File: src/rtl/fpnew_slice_out_arbiter.sv
// Round-robin arbiter that merges per-format-slice results into one output stream
// through a 2-entry skid FIFO; supports flush and synchronous reset.
module fpnew_slice_out_arbiter #(
  parameter int NumSlices = 4,
  parameter int Width     = 32,
  parameter int TagWidth  = 1
) (
  input  logic                            clk_i,
  input  logic                            rst_i,
  input  logic [NumSlices-1:0]            slc_valid_i,
  output logic [NumSlices-1:0]            slc_ready_o,
  input  logic [NumSlices*Width-1:0]      slc_result_i,
  input  logic [NumSlices*5-1:0]          slc_status_i,
  input  logic [NumSlices-1:0]            slc_ext_bit_i,
  input  logic [NumSlices*TagWidth-1:0]   slc_tag_i,
  input  logic                            flush_i,
  output logic [Width-1:0]                result_o,
  output logic [4:0]                      status_o,
  output logic                            extension_bit_o,
  output logic [TagWidth-1:0]             tag_o,
  output logic                            out_valid_o,
  input  logic                            out_ready_i,
  output logic                            busy_o
);

  localparam int EntW = Width + 5 + 1 + TagWidth;
  localparam int RrW  = (NumSlices > 1) ? $clog2(NumSlices) : 1;

  logic [1:0]           count_q, count_d;
  logic                 wr_ptr_q, wr_ptr_d;
  logic                 rd_ptr_q, rd_ptr_d;
  logic [RrW-1:0]       rr_q, rr_d;
  logic                 init_q, init_d;
  logic [EntW-1:0]      mem_q [2];
  logic [EntW-1:0]      mem_d [2];

  logic                 head_valid;
  logic                 pop;
  logic                 space;
  logic                 grant_any;
  logic [RrW-1:0]       grant_idx;
  logic [NumSlices-1:0] grant;
  logic [EntW-1:0]      new_entry;
  logic [EntW-1:0]      head;

  // Round-robin search from rr_q; blocked during reset, the cycle after it, and flush.
  always_comb begin
    int             idx;
    logic [RrW-1:0] cand;
    logic           hit;
    idx        = 0;
    cand       = '0;
    hit        = 1'b0;
    grant_any  = 1'b0;
    grant_idx  = '0;
    head_valid = (count_q != 2'd0) && !rst_i;
    pop        = head_valid && out_ready_i;
    space      = (count_q < 2'd2) || pop;
    if (!rst_i && !init_q && !flush_i && space) begin
      for (int i = 0; i < NumSlices; i++) begin
        idx = int'(rr_q) + i;
        idx = (idx >= NumSlices) ? idx - NumSlices : idx;
        cand = RrW'(idx);
        hit = !grant_any && slc_valid_i[cand];
        grant_idx = hit ? cand : grant_idx;
        grant_any = grant_any | hit;
      end
    end else begin
      grant_any = 1'b0;
    end
    grant = grant_any ? (NumSlices'(1) << grant_idx) : '0;
  end

  // Gather the granted slice's fields into one FIFO entry.
  always_comb begin
    new_entry = '0;
    for (int s = 0; s < NumSlices; s++) begin
      if (grant_idx == RrW'(s)) begin
        new_entry = {slc_result_i[s*Width +: Width], slc_status_i[s*5 +: 5],
                     slc_ext_bit_i[s], slc_tag_i[s*TagWidth +: TagWidth]};
      end else begin
        new_entry = new_entry;
      end
    end
  end

  // FIFO and priority-pointer next state.
  always_comb begin
    count_d  = count_q;
    wr_ptr_d = wr_ptr_q;
    rd_ptr_d = rd_ptr_q;
    rr_d     = rr_q;
    init_d   = 1'b0;
    mem_d    = mem_q;
    if (flush_i) begin
      count_d  = 2'd0;
      wr_ptr_d = 1'b0;
      rd_ptr_d = 1'b0;
    end else begin
      if (grant_any) begin
        mem_d[wr_ptr_q] = new_entry;
        wr_ptr_d        = ~wr_ptr_q;
        rr_d            = (grant_idx == RrW'(NumSlices - 1)) ? '0 : grant_idx + RrW'(1);
      end else begin
        wr_ptr_d = wr_ptr_q;
      end
      if (pop) begin
        rd_ptr_d = ~rd_ptr_q;
      end else begin
        rd_ptr_d = rd_ptr_q;
      end
      case ({grant_any, pop})
        2'b10:   count_d = count_q + 2'd1;
        2'b01:   count_d = count_q - 2'd1;
        default: count_d = count_q;
      endcase
    end
  end

  // Control state; init_q blocks grants for the first cycle out of reset.
  always_ff @(posedge clk_i) begin
    if (rst_i) begin
      count_q  <= 2'd0;
      wr_ptr_q <= 1'b0;
      rd_ptr_q <= 1'b0;
      rr_q     <= '0;
      init_q   <= 1'b1;
    end else begin
      count_q  <= count_d;
      wr_ptr_q <= wr_ptr_d;
      rd_ptr_q <= rd_ptr_d;
      rr_q     <= rr_d;
      init_q   <= init_d;
    end
  end

  // Entry storage carries no reset; occupancy is tracked by count_q alone.
  always_ff @(posedge clk_i) begin
    mem_q[0] <= mem_d[0];
    mem_q[1] <= mem_d[1];
  end

  // Head outputs are forced to zero whenever nothing is buffered.
  always_comb begin
    head = head_valid ? mem_q[rd_ptr_q] : '0;
    {result_o, status_o, extension_bit_o, tag_o} = head;
  end

  assign slc_ready_o = grant;
  assign out_valid_o = head_valid;
  assign busy_o      = head_valid | (|slc_valid_i);

endmodule

File: config.mk
export PLATFORM = sky130hd
export DESIGN_NAME = fpnew_slice_out_arbiter
export DESIGN_NICKNAME = d
export VERILOG_FILES = /design/src/rtl/fpnew_slice_out_arbiter.sv
export SDC_FILE = /design/constraint.sdc
export NUM_CORES = 1
export LEC_CHECK = 0
export CAP_MARGIN = 25
export CORE_MARGIN = 5
export CORE_UTILIZATION = 43
export CTS_BUF_LIST = sky130_fd_sc_hd__clkbuf_8
export DETAILED_ROUTE_END_ITERATION = 10
export PLACE_DENSITY_LB_ADDON = 0.25
export SLEW_MARGIN = 10
export SYNTH_ARGS = -nofsm -noshare
export SYNTH_HDL_FRONTEND = slang
export SYNTH_SLANG_ARGS = --single-unit
export TNS_END_PERCENT = 30
File: constraint.sdc
create_clock -name clk_i -period 5.7 [get_ports clk_i]
set_input_delay 1.71 -clock clk_i [delete_from_list [all_inputs] [get_ports clk_i]]
set_output_delay 1.71 -clock clk_i [all_outputs]
set_load 0.005 [all_outputs]
**After elaboration in Yosys (flattened, before gate mapping)**

Cells that the tools add are included.

- Magnitude comparators: 12
- Reductions and logical operators: 22
- Add/sub/neg operators: 10
- Shift-type cells: 1
- Bitwise gates (word level): 9
- Equal/unequal tests: 5
- Muxes and demuxes: 33

Operators with widths:

| kind | count |
|---|---|
| 39-bit 2-to-1 mux | 9 |
| 78-bit bitwise mux | 1 |
| 39-bit demux with 1-bit select | 1 |
| 2-bit 2-to-1 mux | 10 |
| 2-bit by 3-bit < comparator with 1-bit output, second input constant | 4 |
| 2-bit by 1-bit subtractor with 2-bit output, second input constant | 5 |
| 3-bit >= comparator, second input constant | 3 |
| 1-bit logical AND | 9 |
| 1-bit binary-select mux with 2-bit select | 4 |
| 2-bit by 2-bit adder with 3-bit output, second input constant | 2 |
| 2-bit == test, second input constant | 3 |
| 1-bit logical NOT | 6 |
| 1-bit 2-to-1 mux | 6 |
| 2-bit by 1-bit adder with 2-bit output, second input constant | 2 |
| 2-bit by 1-bit == test with 1-bit output, second input constant | 2 |
| 2-bit >= comparator, second input constant | 2 |
| 4-bit 2-to-1 mux | 1 |
| 1-bit NOT with 2-bit output | 2 |
| 1-bit bitwise OR | 4 |
| 2-bit case mux with 2 select lines | 1 |
| 2-bit nonzero test | 2 |
| 4-bit OR reduction | 1 |
| 1-bit by 2-bit << shifter with 4-bit output, first input constant | 1 |
| 2-bit by 1-bit adder with 3-bit output, second input constant | 1 |
| other kinds (8) | 10 |

- Bits in registers: 85
- Output and inout bits: 45
- Logic and storage cells: 99
- Input bits: 164

**Longest topological paths before layout**

Gate-level depths: netlist of the first run.

- Depth in word-level cells: 20
- Gate-level depth with buffers: 12
- Mapped depth without buffers: 9

**Worst setup path before layout of the first run**

OpenSTA, ideal clock, no wires.

- Path kind: in2out
- Start: input port rst_i
- End: output port slc_ready_o[3]
- Arrival time: 3441 ps
- Required time: 3990 ps
- Path buffers: 4
- Path slack: 549 ps
- Stages: 9
- Cells stage by stage: or2_1 buf_6 nor4_4 buf_6 and3_1 ha_1 clkbuf_1 clkbuf_1 and2_1

- Longest elaborated chain between the ends: 8
- Elaborated cells between the ends (all ways): 11
- Those cells by class: shift (1); mux (3); reduce/logical (7)

Ends and longest elaborated chain:

| item | line | RTL |
|---|---|---|
| start: declaration | 9 | `input logic rst_i,` |
| 1-bit logical NOT (*) | 56, 59 |  |
| 1-bit logical AND | 56 | `head_valid = (count_q != 2'd0) && !rst_i;` |
| 1-bit logical AND | 57 | `pop = head_valid && out_ready_i;` |
| 1-bit logical OR | 58 | `space = (count_q < 2'd2) \|\| pop;` |
| 1-bit logical AND (*) | 59 | `if (!rst_i && !init_q && !flush_i && space) begin` |
| 2-bit 2-to-1 mux | 59 |  |
| 1-bit by 2-bit << shifter with 4-bit output | 71 | `grant = grant_any ? (NumSlices'(1) << grant_idx) : '0;` |
| 4-bit 2-to-1 mux (*) | 71 |  |
| end: declaration | 11 | `output logic [NumSlices-1:0] slc_ready_o,` |

Every way passes the cells marked *; elsewhere a longest branch is shown, timed or not.

**Worst setup path after layout of the first run**

- Start: input port rst_i
- End: output port slc_ready_o[1]

The elaborated chain is that of the path after synthesis.

==> results.yml, run 1 <==
pwr:
  p_leak_nw: 2.308
  peakVddDrop_v: 0.00009735
  cellPowerDensity_nw_per_um2: 206.3
  totalPowerFinal_mw: 1.470
drt:
  vias: 4024
  drtAntennaViolNets: 0
  drc: 0
  firstDrtPassIters: 4
  drt_iter0_drc: 216
  finalWirelength_um: 13440
  wl_per_cell_um: 17.90
  vias_per_cell: 5.358
timing:
  worst_pin_slew_ps: 987.1
  drv_slew: 0
  fin_crit_ps: 5642
  max_slew_margin_pct: 34.19
  setup_viol: 0
  worst_slack_ps: 57.62
  clock.fmax_mhz: 177.2
  hold_slack_ps: 554.2
  fin_skew_ps: 8.813
  final-hold-violation-count: 0
  period_share_pct: 98.99
setup_path:
  worstSetupPathType: "input pin to output pin"
  crit_path_start_kind: "input pin"
  cp.arrival_ps: 3930
  cp_max_fo: 5
  cp_data_required_time_ps: 3990
  crit_path_end_kind: "output pin"
  cp_slowest_cell: "clkdlybuf4s50_1"
  crit_top_cell: "clkdlybuf4s50_1"
  crit_buf_inv: 2
  crit_family: "simple AND/OR/NAND/NOR gates"
  path_cells: "clkdlybuf4s50_1, or2_4, nor4_4, and3_4, ha_2, and2_1, clkdlybuf4s50_1"
  slowest_delay_ps: 550
place:
  gp_congestion: 0.8743
  dp_hpwl_um: 9642
  io_buffers: 208
  dp_slack_ps: 33.36
  placed_cells: 732
global_routing:
  gr-usage-all-layers_pct: 20.53
  grt_pass1_vias: 4207
  grt_max_degree: 79
  grt_pass1_wl_um: 20780
  grt-ovfl-total: 0
  antenna_found_initial: 0
yosys:
  synth_area_per_cell_um2: 11.06
  synthTopCellsByArea: "edfxtp_1 (51%), mux2i_1 (8.7%), a221oi_1 (7.2%)"
  synth.cell_area_um2: 4599
  ys.warnings.count: 0
  ys_async_sr_fraction_pct: 0
  synthCells: 416
  yosys_register_bits: 85
  synth-seq-area-share_pct: 53.97
  synth_top_cell_area_share_pct: 50.92
  yosys.cell_types.count: 33
  synth_flop_cell: "edfxtp_1"
  synth_area_leader_cell: "edfxtp_1"
  synth_nets: 585
  synth_edf_count: 78
cts:
  cts.path.max_buffers: 2
  cts_buffers: 9
  clk_latency_ps: 350
  htree_levels: 3
  clockRootBuffer: "clkbuf_8"
  cts_sinks: 85
  cts_tree: "yes"
  cts.clk_slew.worst_paths_ps: 80
final_layout:
  drive_above_1_share_pct: 6.829
  antennaDiodeCount: 0
  area_delta_synth_final_pct: 54.95
  num-nets-final: 779
  stdcell_count: 751
die:
  boundaryPins: 209
  die_area_um2: 12860
  die_h_um: 113.4
  num_rows: 37
  die_w_um: 113.4
  core_um2: 10370
  initial_core_util_pct: 44.35
hold_path:
  hp-class: "flip-flop to flip-flop"
status:
  outcome: "completed"
run:
  max-cap-violations: 0
[metrics by stage]
step	util [%]	area, um^2	setup TNS [ps]
after floorplan	-	4599	0
after global placement	65.65	6808	0
after detailed placement	65.65	6808	0
after CTS	68.17	7069	0
after global routing	68.73	7127	-13.68
final	68.73	7127	0
[area by class of cell]
cell class | instances | area [um^2]
Sequential cell | 85 | 2484
Multi-Input combinational cell | 288 | 1973
Inverter | 5 | 18.77
Clock inverter | 7 | 137.6
Fill cell | 798 | 3243
Timing Repair Buffer | 221 | 2220
Tap cell | 136 | 170.2
Clock buffer | 9 | 123.9
[power by group]
group | leakage (nW) | switching (mW) | internal (mW)
logic | 1.41 | 0.0749 | 0.144
registers | 0.768 | 0.00429 | 0.701
clock network | 0.131 | 0.213 | 0.334
[cell usage after synthesis, types with 5 or more instances]
master	n
mux2i_1	40
dfxtp_1	7
ha_1	5
clkbuf_1	28
nor2b_1	41
nand2_1	42
buf_2	8
nor2_1	46
edfxtp_1	78
a221oi_1	38
and2_1	6
o31ai_1	38
[per-layer routing]
layer / track usage, % / up-vias / share of wire [%]
li1: - / 1948 / -
met1: 22.87 / 1888 / 39
met2: 37.80 / 169 / 52
met3: 5.411 / 19 / 7.2
met4: 7.051 / 0 / 1.8
met5: 0 / - / 0
[placed cells by master, fill, tap and decap left out, types with 2 or more instances in the layout]
cell and count:
edfxtp_1 78, mux2i_1 40, inv_2 2, o21ai_0 3, and2_1 5, nor2b_1 40
ha_1 2, buf_4 11, xnor2_1 3, clkbuf_8 9, nor3_1 3, inv_1 3
o31ai_1 38, o22ai_1 2, or3_1 2, a21oi_1 3, and3_1 2, dlymetal6s2s_1 3
clkdlybuf4s50_1 205, a221oi_1 38, nor2_1 45, nand3_1 2, o21ai_1 2, nand2_1 42
ha_2 3, dfxtp_1 6, bufinv_16 4
[what timing repair did]
action                                  CTS  global route
hold buffers                              0             0
endpoints found under the setup margin    0             2
resized for setup                         0             5
buffers inserted                          0             2
[cell families after synthesis]
| kind of cell | Yosys count | share of synthesized area, % |
|---|---|---|
| compound gates | 90 | 15.32 |
| xor+xnor | 4 | 0.7618 |
| fa+ha+maj | 5 | 1.360 |
| buf+inv | 43 | 4.053 |
| flops | 85 | 53.97 |
| mux | 40 | 8.705 |
| simple gates | 149 | 15.83 |
[flip-flops by register name (all words and copies together) (netlist names)]
signal    cells
mem_q        78
count_q       2
rr_q          2
init_q        1
rd_ptr_q      1
wr_ptr_q      1
[tightest hold or removal path, cell delays in order (launching register included)]
cell and delay (ps):
dfxtp_1 350, o21ai_0 90, a21oi_1 70
[worst paths after layout]
| kind | startpoint | to | slack, ps | cells past startpoint |
|---|---|---|---|---|
| max | rst_i | slc_ready_o[1] | 60 | 7 |
| min | count_q[1] | count_q[1] | 550 | 2 |
| max reg2reg | rr_q[0] | mem_q[51] | 2660 | 9 |
| min reg2reg | count_q[1] | count_q[1] | 550 | 2 |
No activity file was read; power rests on OpenSTA's default activity.
==> inputs of run 2 (changes only) <==
==> constraint.sdc (replaced) <==
create_clock -name clk_i -period 5.9 [get_ports clk_i]
set_input_delay 1.77 -clock clk_i [delete_from_list [all_inputs] [get_ports clk_i]]
set_output_delay 1.77 -clock clk_i [all_outputs]
set_load 0.005 [all_outputs]
==> run 2 against run 1 <==
- clock power down 29%
- worst hold slack better by 9.8 ps
- first-iteration DRC count up 38%
- die area unchanged
- final area down 1.3%
- sequential cell count unchanged
- sequential power down 3.4%
- global-route usage down 0.20 points
- combinational power down 4%
- non-clock buffer count down 2
- worst setup slack better by 120 ps
- sequential share of layout area up 0.45 points
- critical endpoint unchanged
- highest routed layer unchanged
==> results.yml, run 2 (synthesis gave the netlist of run 1 again) <==
timing:
  final-hold-violation-count: 0
  worst_pin_slew_ps: 962.9
  max_slew_margin_pct: 35.81
  clock.fmax_mhz: 174.8
  fin_skew_ps: 9.111
  hold_slack_ps: 564.1
  setup_viol: 0
  period_share_pct: 96.95
  tns_ps: 0
  rsz0062_at_grt: "no"
  fin_crit_ps: 5720
  drv_slew: 0
global_routing:
  antenna_found_initial: 0
  grt-ovfl-total: 0
  grt_pass1_wl_um: 20590
  grt_max_degree: 79
  grt_pass1_vias: 4137
  gr-usage-all-layers_pct: 20.33
hold_path:
  min_path_cells: 2
  min_to: "rr_q[0]"
  min_from: "rr_q[0]"
  hp-class: "flip-flop to flip-flop"
die:
  die_h_um: 113.4
  die_w_um: 113.4
  num_rows: 37
  die_area_um2: 12860
  core_um2: 10370
  initial_core_util_pct: 44.35
  boundaryPins: 209
pwr:
  cellPowerDensity_nw_per_um2: 181.8
  totalPowerFinal_mw: 1.279
  peakVddDrop_v: 0.00009109
  p_leak_nw: 2.254
drt:
  finalWirelength_um: 13270
  drtAntennaViolNets: 0
  wl_per_cell_um: 17.72
  vias: 4069
  vias_per_cell: 5.433
  firstDrtPassIters: 5
  drc: 0
  drt_iter0_drc: 299
run:
  max-cap-violations: 0
cts:
  clockRootBuffer: "clkbuf_8"
  cts_buffers: 9
  cts_tree: "yes"
  holdBufCountCts: 0
  clk_latency_ps: 330
  cts.path.max_buffers: 2
  cts.clk_slew.worst_paths_ps: 70
  htree_levels: 3
  cts_sinks: 85
final_layout:
  layout_commonest_cell: "clkdlybuf4s50_1"
  top_regs: "mem_q (78), count_q (2), rr_q (2)"
  num-nets-final: 777
  final_cell_mix: "clkdlybuf4s50_1 (208), edfxtp_1 (78), nor2_1 (45)"
  largest_register: "mem_q"
  drive_above_1_share_pct: 5.710
  antennaDiodeCount: 0
  stdcell_count: 749
  nFillCells: 801
  area_delta_synth_final_pct: 52.99
  largest_reg_flops: 78
place:
  io_buffers: 208
  dp_hpwl_um: 9762
  gp_congestion: 0.8679
  placed_cells: 731
setup_path:
  r2r_setup_slack_ps: 2820
  rr_endpoint: "mem_q[51]"
  reg2reg_depth: 9
  r2r_start: "rr_q[0]"
  crit_path_start_kind: "input pin"
  cp.arrival_ps: 3950
  cp_data_required_time_ps: 4130
  worstSetupPathType: "input pin to output pin"
  crit_path_end_kind: "output pin"
  cp_max_fo: 6
status:
  outcome: "completed"
run 2: changes by cell type in the layout (fill, tap and decap cells not counted), sizes merged:
cell | previous run | this run
clkinv | 3 | 1
buf | 13 | 11
inv | 5 | 9
clkbuf | 9 | 10
clkdlybuf4s50 | 205 | 208
dlymetal6s2s | 3 | 0
bufinv | 4 | 1
run 2: through the flow:
step | utilization, % | area (um^2) | setup WS (ps)
6_report | 67.86 | 7037 | 179.7
5_1_grt | 67.86 | 7037 | 43.38
4_1_cts | 67.57 | 7007 | 85.33
3_5_place_dp | 65.77 | 6820 | 87.09
3_3_place_gp | 65.50 | 6793 | 157.9
2_1_floorplan | - | 4599 | 629.1
run 2: what timing repair did:
item | 4_1_cts | 5_1_grt
gates resized for setup | 0 | 1
hold endpoints to repair | 0 | 0
setup endpoints to repair | 0 | 1
setup buffers | 0 | 1
run 2: critical path, cell delays in order:
cell             delay [ps]
clkdlybuf4s50_1         420
or2_4                   300
nor4_4                  340
and3_1                  240
ha_2                    180
and2_1                  160
clkdlybuf4s50_1         540
run 2: cell type report:
cell class	instances	area (um^2)	area share, %
Sequential cell	85	2484	35.30
Inverter	5	18.77	0.2667
Clock buffer	10	137.6	1.956
Tap cell	136	170.2	2.418
Clock inverter	6	48.80	0.6935
Timing Repair Buffer	219	2210	31.40
Multi-Input combinational cell	288	1968	27.97
run 2: routing by layer:
metal | share of wire, % | global-route usage, %
met2 | 52 | 37.56
met4 | 1.4 | 6.410
met5 | 0 | 0
met3 | 7.8 | 6.048
met1 | 38 | 22.34
run 2: how the worst max path moves through the flow:
| stage | from | endpoint | slack (ps) | cells past startpoint |
|---|---|---|---|---|
| after floorplan | rst_i | slc_ready_o[3] | 630 | 9 |
| after global placement | rst_i | slc_ready_o[1] | 160 | 7 |
| after detailed placement | rst_i | slc_ready_o[1] | 90 | 7 |
| after CTS | rst_i | slc_ready_o[1] | 90 | 7 |
| after global routing | slc_valid_i[1] | slc_ready_o[2] | 40 | 8 |
| final | rst_i | slc_ready_o[1] | 180 | 7 |
run 2: report_power, final:
group	internal [mW]	switching (mW)
combinational	0.139	0.0719
sequential	0.677	0.00411
clock	0.200	0.187
total	1.02	0.263
